File: src/rtl/digit_serial_adder_pkg.sv
// digit_serial_adder_pkg: shared operation codes and FSM state encoding
// Holds the SEL operation constants and the IDLE/RUN/DONE state values
// used by digit_serial_adder.
package digit_serial_adder_pkg;
    localparam logic [2:0] SEL_ADD = 3'b000;
    localparam logic [2:0] SEL_SUB = 3'b001;
    localparam logic [2:0] SEL_INC = 3'b010;
    localparam logic [2:0] SEL_DEC = 3'b011;
    localparam logic [2:0] SEL_DBL = 3'b100;
    localparam logic [2:0] SEL_NEG = 3'b101;
    localparam logic [1:0] ST_IDLE = 2'd0;
    localparam logic [1:0] ST_RUN  = 2'd1;
    localparam logic [1:0] ST_DONE = 2'd2;
endpackage

File: src/rtl/digit_serial_adder_digit.sv
// adder_digit: combinational DIGIT-bit slice adder with carry in/out
// Ports: i_a, i_b  slice operands
//        i_ci      carry in
//        o_s       slice sum
//        o_co      carry out
module adder_digit #(
    parameter int DIGIT = 4
) (
    input  logic [DIGIT-1:0] i_a,
    input  logic [DIGIT-1:0] i_b,
    input  logic             i_ci,
    output logic [DIGIT-1:0] o_s,
    output logic             o_co
);
    assign {o_co, o_s} = {1'b0, i_a} + {1'b0, i_b} + {{DIGIT{1'b0}}, i_ci};
endmodule

File: src/rtl/digit_serial_adder.sv
// digit_serial_adder: multi-cycle add/subtract unit processing DIGIT bits per cycle
// Ports: i_clk                     clock, rising edge
//        i_rst_n                   synchronous active-low reset
//        i_in_valid / o_in_ready   request handshake
//        i_in1, i_in2, i_sel       operands and operation select
//        o_out_valid / i_out_ready result handshake
//        o_out, o_flg              result and carry/borrow flag
//        o_zf                      zero flag, present only when DIGIT_SERIAL_ADDER_ZF_EN is defined
module digit_serial_adder
    import digit_serial_adder_pkg::*;
#(
    parameter int WIDTH = 16,
    parameter int DIGIT = 4
) (
    input  logic             i_clk,
    input  logic             i_rst_n,
    input  logic             i_in_valid,
    output logic             o_in_ready,
    input  logic [WIDTH-1:0] i_in1,
    input  logic [WIDTH-1:0] i_in2,
    input  logic [2:0]       i_sel,
    output logic             o_out_valid,
    input  logic             i_out_ready,
    output logic [WIDTH-1:0] o_out,
    output logic             o_flg
`ifdef DIGIT_SERIAL_ADDER_ZF_EN
    ,
    output logic             o_zf
`endif
);
    localparam int NUMD = WIDTH / DIGIT;
    localparam int CW   = (NUMD > 1) ? $clog2(NUMD) : 1;

    logic [1:0]       r_state;
    logic [CW-1:0]    r_cnt;
    logic             r_carry;
    logic             r_sub;
    logic [WIDTH-1:0] r_a;
    logic [WIDTH-1:0] r_b;
    logic [WIDTH-1:0] r_acc;
    logic [WIDTH-1:0] w_a;
    logic [WIDTH-1:0] w_b;
    logic [WIDTH-1:0] w_acc_nx;
    logic             w_cin;
    logic             w_sub;
    logic             w_co;
    logic             w_last;
    logic [DIGIT-1:0] w_s;

    assign o_in_ready  = (r_state == ST_IDLE) && i_rst_n;
    assign o_out_valid = (r_state == ST_DONE);
    assign w_last      = (r_cnt == CW'(NUMD - 1));

    // Every op is mapped onto a + b + cin; subtracts use the inverted
    // operand with cin=1 and report borrow as the inverted carry-out.
    always_comb begin
        w_a = (i_sel == SEL_NEG) ? '0 : i_in1;
        w_b = (i_sel == SEL_ADD) ? i_in2 :
              (i_sel == SEL_SUB) ? ~i_in2 :
              (i_sel == SEL_DEC) ? ~WIDTH'(1) :
              (i_sel == SEL_DBL) ? i_in1 :
              (i_sel == SEL_NEG) ? ~i_in1 : '0;
        w_sub = (i_sel == SEL_SUB) || (i_sel == SEL_DEC) || (i_sel == SEL_NEG);
        w_cin = w_sub || (i_sel == SEL_INC);
        w_acc_nx = r_acc;
        w_acc_nx[r_cnt*DIGIT +: DIGIT] = w_s;
    end

    adder_digit #(.DIGIT(DIGIT)) u_digit (
        .i_a  (r_a[r_cnt*DIGIT +: DIGIT]),
        .i_b  (r_b[r_cnt*DIGIT +: DIGIT]),
        .i_ci (r_carry),
        .o_s  (w_s),
        .o_co (w_co)
    );

    always_ff @(posedge i_clk) begin
        if (!i_rst_n) begin
            r_state <= ST_IDLE;
            r_cnt   <= '0;
            r_carry <= 1'b0;
            r_sub   <= 1'b0;
            r_a     <= '0;
            r_b     <= '0;
            r_acc   <= '0;
            o_out   <= '0;
            o_flg   <= 1'b0;
`ifdef DIGIT_SERIAL_ADDER_ZF_EN
            o_zf    <= 1'b0;
`endif
        end else begin
            case (r_state)
                ST_IDLE: if (i_in_valid) begin
                    r_a     <= w_a;
                    r_b     <= w_b;
                    r_carry <= w_cin;
                    r_sub   <= w_sub;
                    r_cnt   <= '0;
                    r_state <= ST_RUN;
                end
                ST_RUN: begin
                    r_acc   <= w_acc_nx;
                    r_carry <= w_co;
                    r_cnt   <= r_cnt + 1'b1;
                    if (w_last) begin
                        o_out   <= w_acc_nx;
                        o_flg   <= w_co ^ r_sub;
`ifdef DIGIT_SERIAL_ADDER_ZF_EN
                        o_zf    <= (w_acc_nx == '0);
`endif
                        r_state <= ST_DONE;
                    end
                end
                ST_DONE: if (i_out_ready) r_state <= ST_IDLE;
                default: r_state <= ST_IDLE;
            endcase
        end
    end
endmodule

File: config.mk
export PLATFORM = sky130hd
export DESIGN_NAME = digit_serial_adder
export DESIGN_NICKNAME = d
export VERILOG_FILES = /design/src/rtl/digit_serial_adder_pkg.sv /design/src/rtl/digit_serial_adder_digit.sv /design/src/rtl/digit_serial_adder.sv
export SDC_FILE = /design/constraint.sdc
export NUM_CORES = 1
export LEC_CHECK = 0
export ABC_AREA = 1
export CORE_UTILIZATION = 40
export DETAILED_ROUTE_END_ITERATION = 10
export PLACE_DENSITY = 0.67
export SLEW_MARGIN = 20
export SYNTH_ARGS = -nofsm -noshare
export SYNTH_HDL_FRONTEND = slang
export SYNTH_SLANG_ARGS = --single-unit
File: constraint.sdc
create_clock -name i_clk -period 2.4 [get_ports i_clk]
set_input_delay 0.48 -clock i_clk [delete_from_list [all_inputs] [get_ports i_clk]]
set_output_delay 0.48 -clock i_clk [all_outputs]
set_load 0.05 [all_outputs]
==> qor.csv <==
stage,metric,value,unit
status,run_status,"complete, no violations",
route,firstDrtPassIters,4,
yosys,yosys-top-cells-area,"dfxtp_1 (36%), o21ai_0 (9.9%), nand2_1 (8.8%)",
yosys,synth.ff_latch_count,71,
sta,report.final.slew_viol_count,0,
route,detail_route.drc_violations,0,
power,leakage,2.18,nW
route,drt_wl_total,10.4,mm
worst_setup_path,critPathRequiredTime,2.70,ns
route,drt-wirelength-per-cell,13.6,µm
worst_setup_path,path_max_fanout,8,
clock_tree,ctsHtreeMaxLevel,3,
die,die_area,0.0102,mm²
die,floorplan.initialDensity,41.7,%
sta,fmaxAchievable,0.418,GHz
sta,unrepaired_setup_endpoints_after_global_routing,yes,
yosys,synth_area,0.00391,mm²
placed_design,port-buffer-count,57,
final_layout,post-route-cell-area,0.00487,mm²
final_layout,syn2layout_area_growth,24.5,%
yosys,async_reset_ff_share,0,%
clock_tree,cts-hold-fix-buffers,0,
route,avgViaCountPerCell,5.18,
worst_setup_path,cp.arrival,2.69,ns
grt,antenna_found_initial,0,
final_layout,layout_cell_share_with_drive_strength_beyond_1,10.4,%
clock_tree,clk_pin_slew_worst_paths,0.07,ns
grt,globalRouteMet1Util,26.8,%
yosys,postSynthNetCount,627,
clock_tree,cts.root.buffer_cell,clkbuf_8,
die,core,0.00937,mm²
sta,final_clock_skew,0.00676,ns
route,vias,3955,
yosys,synth-edff-count,0,
worst_setup_path,timing.critical_path.from_type,flop,
yosys,synth_cells,577,
grt,grt_met2_usage,36.7,%
clock_tree,tritoncts.num_buffers,9,
worst_setup_path,path_class,reg2reg,
worst_setup_path,timing.reg2reg.worst_path_depth,9,
clock_tree,tritoncts_clock_tree,yes,
power,irDropWorstVdd,0.223,mV
yosys,ys_dominant_reg_cell,dfxtp_1,
yosys,ys_warn_count,0,
yosys,dominant_cell_type_by_area_after_synthesis,dfxtp_1,
placed_design,placed_area,0.00460,mm²
yosys,cell_types_with_the_highest_counts_after_synthesis,"nand2_1 (92), inv_1 (78), o21ai_0 (77), dfxtp_1 (71), nor2_1 (58)",
sta,setup_violations,0,
die,pin_count,58,
grt,grt_usage,21.7,%
route,drt-initial-drc-count,194,
grt,grt_remaining_overflow,0,
yosys,synth_most_common_cell,nand2_1,
die,floorplan.die.height,101,µm
sta,max_slew_margin,66.4,%
grt,number_of_global_route_vias_before_repair,3691,
yosys,syn_avg_cell_area,6.78,µm²
power,pwr_density_cell,588,mW/mm²
die,chipWidth,101,µm
sta,hold_viol_final,0,
grt,grt_first_pass_wirelength,17.1,mm
sta,period_needed,2.39,ns
final_layout,diodes_inserted,0,
min_path,worst_hold_path.num_cells,2,
grt,grt_most_used_layer,met2,
sta,worst_pin_slew,0.502,ns
route,antenna_violating_nets_post_route,0,
run,maxCapViolations,0,
final_layout,post-route-util,51.9,%
clock_tree,clk_latency_worst_skew_pair,0.35,ns
clock_tree,numClockSinks,71,
yosys,sequential_area_share_after_synthesis,36.4,%
grt,grt_max_degree,40,
yosys,post-synth-top-area-fraction,36.4,%
placed_design,place_hpwl,7.51,mm
die,rows,35,
worst_setup_path,setup.worst_path.end_class,flop,
placed_design,place.gp.congestion,0.857,
yosys,synth.distinct_cells,33,
min_path,hold_class,reg2reg,
grt,globalRouteMet3Util,3.95,%
final_layout,nets,681,
sta,period_share,99.6,%
clock_tree,ctsLongestPathBuffers,2,
## state kept, by name (all words and copies together), names as in the netlist
| name | cells |
|---|---|
| r_a | 16 |
| r_acc | 16 |
| r_sub | 1 |
| o_out | 16 |
| r_b | 16 |
| r_cnt | 2 |
| r_state | 2 |
| r_carry | 1 |
| o_flg | 1 |
## where the power goes
group / internal [mW] / leakage [nW] / switching, mW / total (mW)
logic: 0.281 / 1.51 / 0.402 / 0.683
registers: 1.25 / 0.582 / 0.0428 / 1.30
clock network: 0.450 / 0.0942 / 0.433 / 0.884
## cell families (layout without fill, tap and decap cells)
family,after synthesis,count (layout),share of synthesized area (%)
buf+inv,116,174,12.7
simple gates,193,193,21.2
fa+ha+maj,11,11,3.90
xor+xnor,1,1,0.224
compound gates,185,185,25.6
flops,71,71,36.4
## placed cells by master (no fill, tap or decap), types with 8 or more instances in the layout
| cell | n |
|---|---|
| buf_4 | 17 |
| dfxtp_1 | 70 |
| nand3_1 | 28 |
| ha_1 | 8 |
| o21ai_1 | 27 |
| nor2_1 | 55 |
| inv_1 | 77 |
| nand2_1 | 91 |
| o21a_1 | 13 |
| clkbuf_8 | 12 |
| clkdlybuf4s50_1 | 56 |
| a21oi_1 | 48 |
| o22ai_1 | 12 |
| o21ai_0 | 67 |
## per-stage QoR
stage / TNS [ns] / hold WS, ns / setup slack (ns) / power, mW / std cells
finish: 0 / 0.470 / 0.00868 / 2.86 / 764
global route: -1.26 / 0.489 / -0.155 / 3.02 / 764
CTS: 0 / 0.471 / 0.0263 / 2.83 / 760
detailed placement: -0.119 / 0.460 / -0.0608 / 1.95 / 745
global placement: 0 / 0.459 / 0.112 / 1.93 / 745
floorplan: 0 / 0.442 / 0.0447 / 1.73 / 577
## worst paths after layout
path	start	slack [ns]	end
min reg2reg	r_b[10]	0.47	r_b[10]
min	r_b[10]	0.47	r_b[10]
max reg2reg	r_cnt[0]	0.009	r_acc[13]
max	r_cnt[0]	0.009	r_acc[13]
## area by class of cell
cell class | count | area (µm²)
clock inverters | 3 | 17.5
well taps | 129 | 161
clock buffers | 12 | 165
fillers | 957 | 4500
multi-input cells | 390 | 2050
flip-flops and latches | 71 | 1430
repair buffers | 75 | 728
inverters | 84 | 319
## layer usage
| layer | routed length, µm | vias to the layer above |
|---|---|---|
| met2 | 4970 | 115 |
| li1 | - | 1995 |
| met4 | 182 | 0 |
| met3 | 473 | 13 |
| met1 | 4740 | 1832 |
| met5 | 0 | - |
## repair_timing
item | 4_1_cts | 5_1_grt
setup buffers | 0 | 4
setup endpoints to repair | 4 | 18
gates resized for setup | 2 | 21
pin swaps | 0 | 4
## critical path, cell delays in order (launching register included)
cell and delay [ns]:
dfxtp_4 0.38, clkinvlp_4 0.16, o21ai_2 0.19, o22ai_2 0.09, fa_2 0.39, fa_2 0.61
nand3_1 0.14, o22ai_1 0.20, o21ai_0 0.11, inv_1 0.07
(Power assumes the default switching activity.)
